## config.mk

```make
export PLATFORM = sky130hd
export DESIGN_NAME = top
export DESIGN_NICKNAME = d
export VERILOG_FILES = /design/src/rtl/top.sv
export SDC_FILE = /design/constraint.sdc
export NUM_CORES = 1
export LEC_CHECK = 0
export CAP_MARGIN = 20
export CORE_MARGIN = 8
export CORE_UTILIZATION = 30
export CTS_CLUSTER_SIZE = 14
export DETAILED_ROUTE_END_ITERATION = 8
export HOLD_SLACK_MARGIN = 0.12
export SETUP_SLACK_MARGIN = 0.02
export SLEW_MARGIN = 20
export SYNTH_ARGS = -nofsm -noshare
export SYNTH_HDL_FRONTEND = slang
export SYNTH_SLANG_ARGS = --single-unit
export TNS_END_PERCENT = 10
```

## constraint.sdc

```tcl
create_clock -name clk -period 5.21 [get_ports clk]
set_input_delay 1.042 -clock clk [delete_from_list [all_inputs] [get_ports clk]]
set_output_delay 1.042 -clock clk [all_outputs]
set_load 0.1 [all_outputs]
```

## src/rtl/top.sv

```systemverilog
// RGB LED colour-wheel fader: hue/brightness sequencer feeding three shadowed PWM channels.
// Define LED_ACTIVE_HIGH_EN for active-high pins (pin = lit, reset drives 0); default is active-low.
module top #(
    parameter int unsigned PWM_INTERVAL     = 1200,
    parameter int unsigned INC_DEC_INTERVAL = 10000,
    parameter int unsigned INC_DEC_MAX      = 200
) (
    input  logic clk,
    input  logic rst,
    output logic RGB_R,
    output logic RGB_G,
    output logic RGB_B
);
    localparam int unsigned STEP = PWM_INTERVAL / INC_DEC_MAX;
    localparam int unsigned DW   = $clog2(PWM_INTERVAL + 1);
    localparam int unsigned PCW  = (PWM_INTERVAL > 1) ? $clog2(PWM_INTERVAL) : 1;
    localparam int unsigned TCW  = (INC_DEC_INTERVAL > 1) ? $clog2(INC_DEC_INTERVAL) : 1;
    localparam int unsigned IW   = (INC_DEC_MAX > 1) ? $clog2(INC_DEC_MAX) : 1;

`ifdef LED_ACTIVE_HIGH_EN
    localparam logic PIN_OFF = 1'b0;
`else
    localparam logic PIN_OFF = 1'b1;
`endif

    typedef enum logic [2:0] {S0, S1, S2, S3, S4, S5} seg_t;

    logic [TCW-1:0] r_step_cnt;
    logic [IW-1:0]  r_index;
    seg_t           r_seg;
    seg_t           w_seg_next;
    logic           w_tick;

    logic [PCW-1:0] r_pwm_cnt;
    logic [DW-1:0]  r_shadow_r, r_shadow_g, r_shadow_b;
    logic [DW-1:0]  w_rise, w_fall;
    logic [DW-1:0]  w_lvl_r, w_lvl_g, w_lvl_b;
    logic [DW-1:0]  w_duty_r, w_duty_g, w_duty_b;
    logic           w_period_start;
    logic           r_pin_r, r_pin_g, r_pin_b;

    assign w_tick = (r_step_cnt == TCW'(INC_DEC_INTERVAL - 1));

    // Step timer, brightness index and hue segment.
    always_ff @(posedge clk or negedge rst) begin
        if (!rst) begin
            r_step_cnt <= '0;
            r_index    <= '0;
            r_seg      <= S0;
        end else if (w_tick) begin
            r_step_cnt <= '0;
            if (r_index == IW'(INC_DEC_MAX - 1)) begin
                r_index <= '0;
                r_seg   <= w_seg_next;
            end else begin
                r_index <= r_index + IW'(1);
            end
        end else begin
            r_step_cnt <= r_step_cnt + TCW'(1);
        end
    end

    always_comb begin
        w_seg_next = S0;
        case (r_seg)
            S0:      w_seg_next = S1;
            S1:      w_seg_next = S2;
            S2:      w_seg_next = S3;
            S3:      w_seg_next = S4;
            S4:      w_seg_next = S5;
            S5:      w_seg_next = S0;
            default: w_seg_next = S0;
        endcase
    end

    assign w_rise = DW'(32'(r_index) * STEP);
    assign w_fall = DW'(PWM_INTERVAL) - w_rise;

    // Per-segment channel levels around the hue circle.
    always_comb begin
        w_lvl_r = '0;
        w_lvl_g = '0;
        w_lvl_b = '0;
        case (r_seg)
            S0: begin w_lvl_r = DW'(PWM_INTERVAL); w_lvl_g = w_rise; end
            S1: begin w_lvl_r = w_fall; w_lvl_g = DW'(PWM_INTERVAL); end
            S2: begin w_lvl_g = DW'(PWM_INTERVAL); w_lvl_b = w_rise; end
            S3: begin w_lvl_g = w_fall; w_lvl_b = DW'(PWM_INTERVAL); end
            S4: begin w_lvl_r = w_rise; w_lvl_b = DW'(PWM_INTERVAL); end
            S5: begin w_lvl_r = DW'(PWM_INTERVAL); w_lvl_b = w_fall; end
            default: ;
        endcase
    end

    // At period start the fresh level is used directly so the new width covers the whole period.
    assign w_period_start = (r_pwm_cnt == '0);
    assign w_duty_r = w_period_start ? w_lvl_r : r_shadow_r;
    assign w_duty_g = w_period_start ? w_lvl_g : r_shadow_g;
    assign w_duty_b = w_period_start ? w_lvl_b : r_shadow_b;

    always_ff @(posedge clk or negedge rst) begin
        if (!rst) begin
            r_pwm_cnt  <= '0;
            r_shadow_r <= '0;
            r_shadow_g <= '0;
            r_shadow_b <= '0;
            r_pin_r    <= PIN_OFF;
            r_pin_g    <= PIN_OFF;
            r_pin_b    <= PIN_OFF;
        end else begin
            r_pwm_cnt <= (r_pwm_cnt == PCW'(PWM_INTERVAL - 1)) ? '0 : r_pwm_cnt + PCW'(1);
            if (w_period_start) begin
                r_shadow_r <= w_lvl_r;
                r_shadow_g <= w_lvl_g;
                r_shadow_b <= w_lvl_b;
            end
            r_pin_r <= (DW'(r_pwm_cnt) < w_duty_r) ^ PIN_OFF;
            r_pin_g <= (DW'(r_pwm_cnt) < w_duty_g) ^ PIN_OFF;
            r_pin_b <= (DW'(r_pwm_cnt) < w_duty_b) ^ PIN_OFF;
        end
    end

    assign RGB_R = r_pin_r;
    assign RGB_G = r_pin_g;
    assign RGB_B = r_pin_b;

endmodule

```

Yosys cells after proc, flatten, opt, wreduce, memory -nomap -nowiden
Index checks and enable logic that the tools add are counted.
W data, S select, Z words.
{"block": "totals", "inputBits": 2, "regBits": 72, "elab_cells": 45, "out_inout_bits": 3}
{"block": "op_classes", "bitwise": 3, "n_mux": 10, "n_eq_ne": 8, "reduce_logical": 6, "magnitude_cmp": 3, "n_mul": 1, "n_addsub": 4}
{"operator": "$pmux W11 S3", "count": 3}
{"operator": "$mux W11", "count": 4}
{"operator": "$lt A11 B11 Y1", "count": 3}
{"operator": "$pmux W3 S5", "count": 1}
{"operator": "$add A14 B1 Y14 const B", "count": 1}
{"operator": "$eq A14 B14 Y1 const B", "count": 1}
{"operator": "$mux W14", "count": 1}
{"operator": "$add A11 B1 Y11 const B", "count": 1}
{"operator": "$eq A11 B11 Y1 const B", "count": 1}
{"operator": "$logic_not A11 Y1", "count": 1}
{"operator": "$sub A11 B11 Y11 const A", "count": 1}
{"operator": "$mul A8 B2 Y10 const B", "count": 1}
{"operator": "$add A8 B1 Y8 const B", "count": 1}
{"operator": "$eq A8 B8 Y1 const B", "count": 1}
{"operator": "$mux W8", "count": 1}
{"operator": "$eq A3 B2 Y1 const B", "count": 2}
{"operator": "$eq A3 B3 Y1 const B", "count": 2}
{"operator": "$reduce_or A2 Y1", "count": 3}
{"operator": "$eq A3 B1 Y1 const B", "count": 1}
{"operator": "$logic_not A3 Y1", "count": 1}
{"operator": "$not A1 Y1", "count": 3}
{"operator": "$reduce_and A2 Y1", "count": 1}

Logic depth before layout (Yosys ltp)
Gate-level depths: netlist (run 1).
{"block": "logic_depth", "word_depth": 6, "depth_mapped": 15, "mapped_depth_nobuf": 14}

Least setup slack after synthesis (run 1)
OpenSTA, ideal clock, no wires.
{"block": "synth_path", "path_kind": "register -> register", "from": "register r_pwm_cnt[0]", "to": "register r_pin_g, in the netlist RGB_G", "n_path_buf": 3, "t_required_ps": 5127, "synth_period_minus_slack_ps": 3327, "arrival_ps": 3243, "setup_ps": 83, "stages_incl_launch_ff": 15, "slack_ps": 1883, "cell_sequence": "dfrtp_1 -> inv_1 -> ha_1 -> or4b_1 -> or4_1 -> buf_2 -> buf_6 -> buf_2 -> a22oi_1 -> ha_1 -> a21o_1 -> a21o_1 -> a21oi_1 -> o21ai_0 -> a221o_1"}
{"block": "synth_between", "elab_chain_cells": 4}
{"element": "start: declaration", "line": "34", "source": "logic [PCW-1:0] r_pwm_cnt;"}
{"element": "start signal: assignment", "line": "111", "source": "r_pwm_cnt <= (r_pwm_cnt == PCW'(PWM_INTERVAL - 1)) ? '0 : r_pwm_cnt + PCW'(1);"}
{"element": "$logic_not A11 Y1", "line": "96", "source": "assign w_period_start = (r_pwm_cnt == '0);"}
{"element": "$mux W11"}
{"element": "$lt A11 B11 Y1 (*)", "line": "118", "source": "r_pin_g <= (DW'(r_pwm_cnt) < w_duty_g) ^ PIN_OFF;"}
{"element": "$not A1 Y1 (no source line) (*)"}
{"element": "end signal: assignment", "line": "118"}
{"element": "end: declaration", "line": "40", "source": "logic r_pin_r, r_pin_g, r_pin_b;"}
Every way passes the cells marked *; elsewhere a longest branch is shown, timed or not.
A chain may end at the register's enable or synchronous reset.

Worst setup path after layout (run 1)
{"block": "layout_path", "from": "register r_index[0]", "to": "register r_pin_r, in the netlist RGB_R"}
{"block": "layout_between", "elab_chain_cells": 6}
{"element": "start: declaration", "line": "29", "source": "logic [IW-1:0] r_index;"}
{"element": "start signal: assignment", "line": "56", "source": "r_index <= r_index + IW'(1);"}
{"element": "$mul A8 B2 Y10 (*)", "line": "76", "source": "assign w_rise = DW'(32'(r_index) * STEP);"}
{"element": "$sub A11 B11 Y11", "line": "77", "source": "assign w_fall = DW'(PWM_INTERVAL) - w_rise;"}
{"element": "$pmux W11 S3 (*)", "line": "84", "source": "case (r_seg)"}
{"element": "$mux W11 (*)"}
{"element": "$lt A11 B11 Y1 (*)", "line": "117", "source": "r_pin_r <= (DW'(r_pwm_cnt) < w_duty_r) ^ PIN_OFF;"}
{"element": "$not A1 Y1 (no source line) (*)"}
{"element": "end signal: assignment", "line": "117"}
{"element": "end: declaration", "line": "40"}
Marked as above.

==> impl.org, run 1 <==
** Drt
- After detailed routing, the number of remaining DRC violations is 0.
- Total wire length :: roughly 11000 µm
- Dividing the detail-routed via count by the number of cells gives between 5 and 6.
- First DRT Iteration DRCs :: between 200 and 250
- Number of routed nets with antenna violations :: 0
- The first detailed-routing pass took 4 iterations.
- WL per Instance :: around 15 µm
- The routed layout has between 3000 and 4000 vias.

** Critical path
- STA puts the critical path data required time at around 5500 ps.
- Delay of the slowest critical-path stage :: about 630 ps
- By startpoint and endpoint, the worst setup path is classified as reg -> reg.
- In this run the critical register-to-register path is launched from r_index[0].
- Minimum setup slack among reg-to-reg paths :: between 1000 and 1500 ps
- The worst setup path is launched from a flip-flop.
- The slowest stage of the critical path belongs to the cell sky130_fd_sc_hd__a2111oi_1.
- Among the stages of the critical path, the cell type that occurs most often is sky130_fd_sc_hd__ha_1.
- In this run the critical register-to-register path is captured at RGB_R.
- The worst register-to-register path has a depth of 13.
- Largest fanout on the critical path :: 13
- Sort of element at the end of the critical path :: flip-flop
- The signal on the critical path passes through ha_1, fa_1, nand2b_1, a211oi_1, nor4_1, nor3_1, nor2_1, a2111oi_1, a221oi_1, ha_1, nand2_1, a21oi_1, a221o_1.
- Arrival @ worst endpoint :: ~4300 ps

** Logic synthesis
- Top-area cell type share of the netlist area :: 35.75%
- The synthesized netlist contains between 60 and 70 unique library cells.
- Synth Instances :: about 540
- Most used standard cell by instance count after synthesis :: sky130_fd_sc_hd__dfrtp_1
- The number of nets handed over by synthesis was a little under 600.
- Number of synthesized flops with an enable pin :: 0
- Dominant register cell in the synthesized netlist :: sky130_fd_sc_hd__dfrtp_1
- Number of synthesized register bits :: approximately 70
- Warnings, synthesis :: 0
- Library cell occupying the most area in the post-synthesis netlist :: sky130_fd_sc_hd__dfrtp_1
- Average cell area after synthesis :: around 9.0 µm²
- Top cells by area in the synthesized netlist :: sky130_fd_sc_hd__dfrtp_1, sky130_fd_sc_hd__ha_1, sky130_fd_sc_hd__o21ai_0
- The commonest cells after synthesis are sky130_fd_sc_hd__dfrtp_1, sky130_fd_sc_hd__ha_1, sky130_fd_sc_hd__nor2_1.
- The share of the Yosys chip area taken by registers is ~37%.
- The mapped netlist covers between 0.004 and 0.005 mm².
- In the synthesized netlist the async set-or-reset flop fraction comes to 100.0%.

** Hold path
- The min-delay analysis places its worst path in the category reg -> reg.
- The path with the worst hold slack has its endpoint at r_shadow_b[1].
- Hold path depth :: 2
- In this run the most critical hold path is launched from r_shadow_b[1].

** Floorplan
- Initial standard-cell utilization of the core :: 30.51%
- Row Count :: between 40 and 50
- In this run the vertical extent of the chip is approximately 140 µm.
- The die is 142.9 µm wide.
- During I/O placement, the number of pins put on the boundary was 5.
- The core region is around 0.016 mm².
- Floorplan die area :: approximately 0.020 mm²

** GRT
- Global-route wire length before repair :: ~19000 µm
- Antenna violations before repair :: 0
- After global routing the overflow that remains totals 0.
- Global routing consumed, on the met1 layer, roughly 15% of the routing resources.
- Most Crowded Layer GR :: met2
- The number of global-route vias before repair is slightly below 4000.
- Global-route track usage on met3 :: under 10%
- Entering global routing, the biggest net connects 73 pins.
- For this run, the total global-route usage over all layers was measured as a little under an eighth.
- Global routing consumed, on the met2 layer, 18.99% of the routing resources.

** Place
- Once placement finished, the instance area stood at 0.005074 mm².
- DP Cell Count :: approximately 740
- Summed over all nets, the half-perimeter wirelength after detailed placement is 8455 µm.
- Final weighted congestion in routability-driven placement :: 0.8597
- Buffers placed on the I/O ports in this run total 4.

** Clock tree
- Clock tree from TritonCTS :: built
- Setup repair bufs after CTS :: 0
- The H-tree generated during clock tree synthesis spans 3 levels.
- Counting along the longest clock path gives a buffer depth of 2.
- Clock edge transition at the registers on the reported setup and hold paths :: about 60 ps
- PostCTS Resize Cnt :: 0
- Clock tree synthesis selected as its root buffer the cell sky130_fd_sc_hd__clkbuf_16.
- The clock reaches the later pin of the worst-skew pair after between 300 and 400 ps.
- CTS buffer count :: 9
- Number of sinks on the clock net :: between 70 and 80
- The number of hold buffers added after CTS was 0.

** Layout
- The net count of the finished layout is a little under 600.
- The multi-input combinational cells in the finished layout cover a total of 0.002806 mm².
- Non-filler cells in the finished layout :: 754
- Counting the fill cells in the layout gives between 1500 and 2000.
- Finished Core Util :: about a third
- Layout-stage area growth over the synthesis result :: 10.67%
- Area taken by flip-flops and latches :: between 0.0015 and 0.002 mm²
- Cells with a size suffix above 1 make up under 10% of the layout.
- Cell area after layout :: approximately 0.0053 mm²
- Count of antenna diodes in the layout :: 0

** STA
- Setup repair after global routing left no endpoint under its margin.
- Final worst path period share :: 77.80%
- Static timing analysis puts the maximum clock frequency at about 250 MHz.
- Count of endpoints failing hold in the final timing report :: 0
- For the finished layout, the period the worst path requires is approximately 4100 ps.
- Worst clock skew :: between 10 and 15 ps
- Final Slew Violations :: 0
- Finish-stage setup viols :: 0
- Total negative setup slack :: 0 ps
- Relative max-transition margin :: 34.96%
- The tightest hold path in the finished design has a slack of 473.1 ps.
- Slew of the pin with the lowest slew margin :: 972.6 ps

** Pwr
- Reported leakage power :: 0.002358 µW
- Power density over cell area :: around 210 mW/mm²
- VDD sags by at most approximately 0.17 mV.

** Job
- Max-capacitance violation count :: 0

** Run status
- Status :: finished clean
## routing by layer
layer  vias to the layer above  wire [µm]
met5                         -          0
met4                         0        244
met3                        19        470
met2                        53       5320
met1                      1933       5256
li1                       1930          -
## worst max path at each step
stage / startpoint / endpoint / slack [ps] / cells after the start
2_1_floorplan: r_pwm_cnt[0] / RGB_G / 1880 / 14
3_3_place_gp: r_pwm_cnt[0] / RGB_R / 1430 / 13
3_5_place_dp: r_index[0] / RGB_R / 1320 / 13
4_1_cts: r_index[0] / RGB_R / 1280 / 13
5_1_grt: r_index[0] / RGB_R / 960 / 13
6_report: r_index[0] / RGB_R / 1160 / 13
## cells by family after synthesis
family / count (synthesis) / synth area share [%]
AO/OA/AOI/OAI: 148 / 19.79
XOR/XNOR: 28 / 5.078
adder cells (fa/ha/maj): 46 / 12.07
buffers and inverters: 56 / 4.689
flip-flops: 72 / 37.38
multiplexers: 12 / 2.539
AND/OR/NAND/NOR: 174 / 18.45
## worst max-delay path: cells and delay by family (launching register included)
kind / cells / cell delay (ps)
adder cells (fa/ha/maj): 3 / 1000
flip-flops: 1 / 530
AO/OA/AOI/OAI: 5 / 1480
AND/OR/NAND/NOR: 5 / 960
## where the power goes
group / leakage (µW) / internal (µW) / switching [µW]
clock network: 0.000128 / 321 / 243
registers: 0.000946 / 559 / 0
logic: 0.00128 / 0.446 / 10.5
## state kept, by name (all words and copies together), names as in the netlist
name	count
r_step_cnt	14
r_pwm_cnt	11
r_shadow_b	11
r_shadow_g	11
r_shadow_r	11
r_index	8
r_seg	3
RGB_B	1
RGB_G	1
RGB_R	1
## per-stage QoR
| step | total power [µW] | setup slack (ps) |
|---|---|---|
| 3_3_place_gp | 581.4 | 1425 |
| 3_5_place_dp | 581.6 | 1321 |
| 5_1_grt | 1188 | 957.9 |
| 6_report | 1134 | 1157 |
| 4_1_cts | 1155 | 1279 |
| 2_1_floorplan | 569.6 | 1883 |
## layout make-up
type,count,area share (%)
Multi-Input combinational cell,408,52.50
Clock inverter,7,0.8661
Tap cell,216,5.056
Sequential cell,72,33.78
Timing Repair Buffer,7,1.124
Clock buffer,9,4.213
Inverter,35,2.458
## placed cells by master (no fill, tap or decap), types with 9 or more instances in the layout
master and count:
sky130_fd_sc_hd__dfrtp_1 69, sky130_fd_sc_hd__ha_1 45, sky130_fd_sc_hd__nor2_1 44, sky130_fd_sc_hd__o21ai_0 41
sky130_fd_sc_hd__nand2_1 38, sky130_fd_sc_hd__inv_1 34, sky130_fd_sc_hd__a21oi_1 31, sky130_fd_sc_hd__nand3_1 21
sky130_fd_sc_hd__xnor2_1 20, sky130_fd_sc_hd__a21o_1 15, sky130_fd_sc_hd__nor3_1 14, sky130_fd_sc_hd__mux2i_1 10
sky130_fd_sc_hd__clkbuf_16 9
Power figures use the tool's default switching activity.
==> run 2: changes to the inputs <==
- clock period: 5.21 -> 3.49 ns (I/O delays scaled with it)
==> run 2 against run 1 <==
Net effect: sequential share of layout area down 3.2 points; critical endpoint is now RGB_B; total power up 64%; clock skew down 2.3 ps; first-iteration DRC count up 15%; worst setup slack worse by 1100 ps; global-route usage up 0.47 points.
==> impl.org, run 2 (synthesis gave the netlist of run 1 again) <==
** Run status
- Status: finished clean (unchanged).

** Drt
- The starting DRC count in detailed routing came to 232 (was 201).
- The sum of routed wire length over all layers came to 11960 µm (was 11290 µm).
- Length of the first detailed-routing pass in iterations :: 4 (unchanged)
- The average routed wire per standard cell came to 15.08 µm (was 14.98 µm).
- Number of vias in the routed layout :: 4109 (was 3935)
- Number of remaining DRC errors :: 0 (unchanged)
- Vias per inst :: 5.182 (was 5.219)
- Number of routed nets with antenna violations :: 0 (unchanged)

** Critical path
- The kind of start point of the critical path was a flip-flop (unchanged).
- The highest cell delay on the worst timing path came to 600 ps (was 630 ps).
- The worst path required time came to 3760 ps (was 5480 ps).
- The cell at the slowest stage of the critical path was sky130_fd_sc_hd__fa_2 (was sky130_fd_sc_hd__a2111oi_1).
- The class of the most critical setup path is reg -> reg (unchanged).
- Arrival @ worst endpoint :: 3670 ps (was 4320 ps)
- Largest fanout on the critical path :: 5 (was 13)
- The kind of capture point of the worst setup path was a flip-flop (unchanged).
- Crit path cell chain: ha_2, fa_2, nor3_2, buf_4, nor4b_4, buf_4, o21ai_4, nand2_2, a32oi_2, o21a_1, ha_1, a21o_1, a21o_1, a21oi_2, o21ai_2 (was ha_1, fa_1, nand2b_1, a211oi_1, nor4_1, nor3_1, nor2_1, a2111oi_1, a221oi_1, ha_1, nand2_1, a21oi_1, a221o_1).

** STA
- RSZ-0062 raised after global routing: true (was false).
- The share of the clock period used by the worst path was 97.38% (was 77.80%).
- The final count of pins violating max slew came to 0 (unchanged).
- The final count of hold timing violations is 0 (unchanged).
- Final min period :: 3399 ps (was 4053 ps)
- The transition at the pin with the smallest max-transition slack is 950.8 ps (was 972.6 ps).
- The total negative slack came to 0 ps (unchanged).
- Relative max-transition margin :: 36.61% (was 34.96%)
- Max Clock Freq :: 294.2 MHz (was 246.7 MHz)
- Post-route setup slack :: 91.46 ps (was 1157 ps)
- The clock skew after layout is 9.371 ps (was 11.66 ps).
- The worst hold slack is 469.2 ps (was 473.1 ps).
- Finish-stage setup viols :: 0 (unchanged)

** Pwr
- Power density over cell area :: 314.5 mW/mm² (was 212.1 mW/mm²)
- The leakage power came to 0.002626 µW (was 0.002358 µW).
- Maximum VDD drop :: 0.2582 mV (was 0.1684 mV)

** Floorplan
- Die H :: 142.9 µm (unchanged)
- The overall die width was 142.9 µm (unchanged).
- The core region area was 0.01583 mm² (unchanged).
- The floorplan die area was 0.02041 mm² (unchanged).
- The number of standard-cell rows in the floorplan was 46 (unchanged).
- Top-level port count :: 5 (unchanged)
- The initial core utilization came to 30.51% (unchanged).

** Place
- Final weighted congestion in routability-driven placement :: 0.8484 (was 0.8597)
- The number of cells in the design after placement came to 770 (was 738).
- Worst slack after detailed placement :: -82.64 ps (was 1321 ps)
- The placed wire-length estimate is 8668 µm (was 8455 µm).
- Count of buffers from port buffering :: 4 (unchanged)

** Clock tree
- The number of levels in the clock H-tree was 3 (unchanged).
- Clock tree root driver cell :: sky130_fd_sc_hd__clkbuf_16 (unchanged)
- The clock transition at the registers of the reported paths was 60 ps (about the same).
- Clock latency at the later pin of the worst-skew pair :: 340 ps (about the same)
- The clock tree from TritonCTS was built (unchanged).
- The maximum buffer depth of the clock tree came to 2 (unchanged).
- CTS buffer count :: 9 (unchanged)
- Number of sinks on the clock net :: 72 (unchanged)

** GRT
- The first-pass GRT wire length is 19810 µm (was 19040 µm).
- The initial antenna violation count came to 0 (unchanged).
- Remaining Overflow, GRT :: 0 (unchanged)
- The global-route usage over all layers is 12.20% (was 11.74%).
- The pin count of the biggest net entering global routing came to 73 (unchanged).
- Via count of the first global-routing pass :: 3991 (was 3857)

** Layout
- Share of cells above drive strength 1 :: 19.41% (was 6.691%)
- Flip-flop count of the largest register after layout :: 14 (unchanged)
- Area of the multi-input gates :: 0.003015 mm² (was 0.002806 mm²)
- Commonest non-fill, non-tap cell in the layout :: sky130_fd_sc_hd__dfrtp_1 (unchanged)
- Count of antenna diodes in the layout :: 0 (unchanged)
- Count of fill cells added during filler insertion :: 1565 (was 1602)
- Non-filler cells in the finished layout :: 793 (was 754)
- Layout-stage area growth over the synthesis result :: 22.46% (was 10.67%)
- Area taken by flip-flops and latches :: 0.001808 mm² (was 0.001805 mm²)
- The final cell utilization of the core was 37.37% (was 33.77%).
- The final net count came to 620 (was 581).
- Commonest cells after routing, fill and taps aside: sky130_fd_sc_hd__dfrtp_1, sky130_fd_sc_hd__buf_4, sky130_fd_sc_hd__nor2_1, sky130_fd_sc_hd__ha_1, sky130_fd_sc_hd__o21ai_0 (was sky130_fd_sc_hd__dfrtp_1, sky130_fd_sc_hd__ha_1, sky130_fd_sc_hd__nor2_1, sky130_fd_sc_hd__o21ai_0, sky130_fd_sc_hd__nand2_1).
- Register bank with the most flops :: r_step_cnt (unchanged)

** Hold path
- The worst hold path class was reg -> reg (unchanged).

** Job
- The total of max-cap violations came to 0 (unchanged).
==> run 2: cell types whose count changed in the layout (fill, tap and decap cells not counted), moves of 4 or more <==
| cell | previous run | this run |
|---|---|---|
| sky130_fd_sc_hd__a21oi_1 | 31 | 27 |
| sky130_fd_sc_hd__a21oi_2 | 1 | 5 |
| sky130_fd_sc_hd__buf_4 | 4 | 44 |
| sky130_fd_sc_hd__ha_1 | 45 | 40 |
| sky130_fd_sc_hd__ha_2 | 0 | 4 |
| sky130_fd_sc_hd__nor3_1 | 14 | 9 |
| sky130_fd_sc_hd__nor3_2 | 0 | 4 |
==> run 2: layout make-up <==
type	count	area share, %
clock buffer	12	4.168
clock inverter	4	1.312
inverter	35	2.221
multi-input combinational	408	50.98
sequential	72	30.57
tap	216	4.569
timing repair buffer	46	6.177
==> run 2: repair_timing <==
| item | 4_1_cts | 5_1_grt |
|---|---|---|
| endpoints found under the setup margin | 3 | 3 |
| buffers inserted | 0 | 7 |
| hold buffers | 0 | 0 |
| gates resized for setup | 6 | 42 |
| pin swaps | 0 | 14 |
==> run 2: metrics by stage <==
step,power [µW],area [µm²]
global route,1925,5914
floorplan,850.3,4830
global placement,868.0,5319
CTS,1889,5673
finish,1860,5914
detailed placement,868.8,5319
==> run 2: final timing paths <==
| check | start | end | slack [ps] | depth (start not counted) |
|---|---|---|---|---|
| min | r_step_cnt[0] | r_step_cnt[0] | 470 | 1 |
| min reg2reg | r_step_cnt[0] | r_step_cnt[0] | 470 | 1 |
| max in group asynchronous | rst | r_index[1] | 2350 | 1 |
| max | r_index[1] | RGB_B | 90 | 15 |
| max reg2reg | r_index[1] | RGB_B | 90 | 15 |
| min in group asynchronous | rst | r_step_cnt[13] | 490 | 1 |
==> run 2: where the power goes <==
| part | total, µW | internal (µW) | switching, µW |
|---|---|---|---|
| logic | 16.9 | 0.658 | 16.3 |
| clock network | 1010 | 648 | 360 |
| registers | 835 | 835 | 0 |
| total | 1860 | 1480 | 376 |
==> run 2: layer usage <==
layer | track usage, % | routed length (µm)
met1 | 15.16 | 5555
met2 | 19.86 | 5767
met3 | 2.705 | 362
met4 | 5.425 | 272
met5 | 0 | 0
==> run 2: critical path, delay by kind of cell, from the launching register on <==
kind                     cells  cell delay [ps]
AO/OA/AOI/OAI                7             1030
adder cells (fa/ha/maj)      3             1090
buffers and inverters        2              310
flip-flops                   1              430
AND/OR/NAND/NOR              3              460
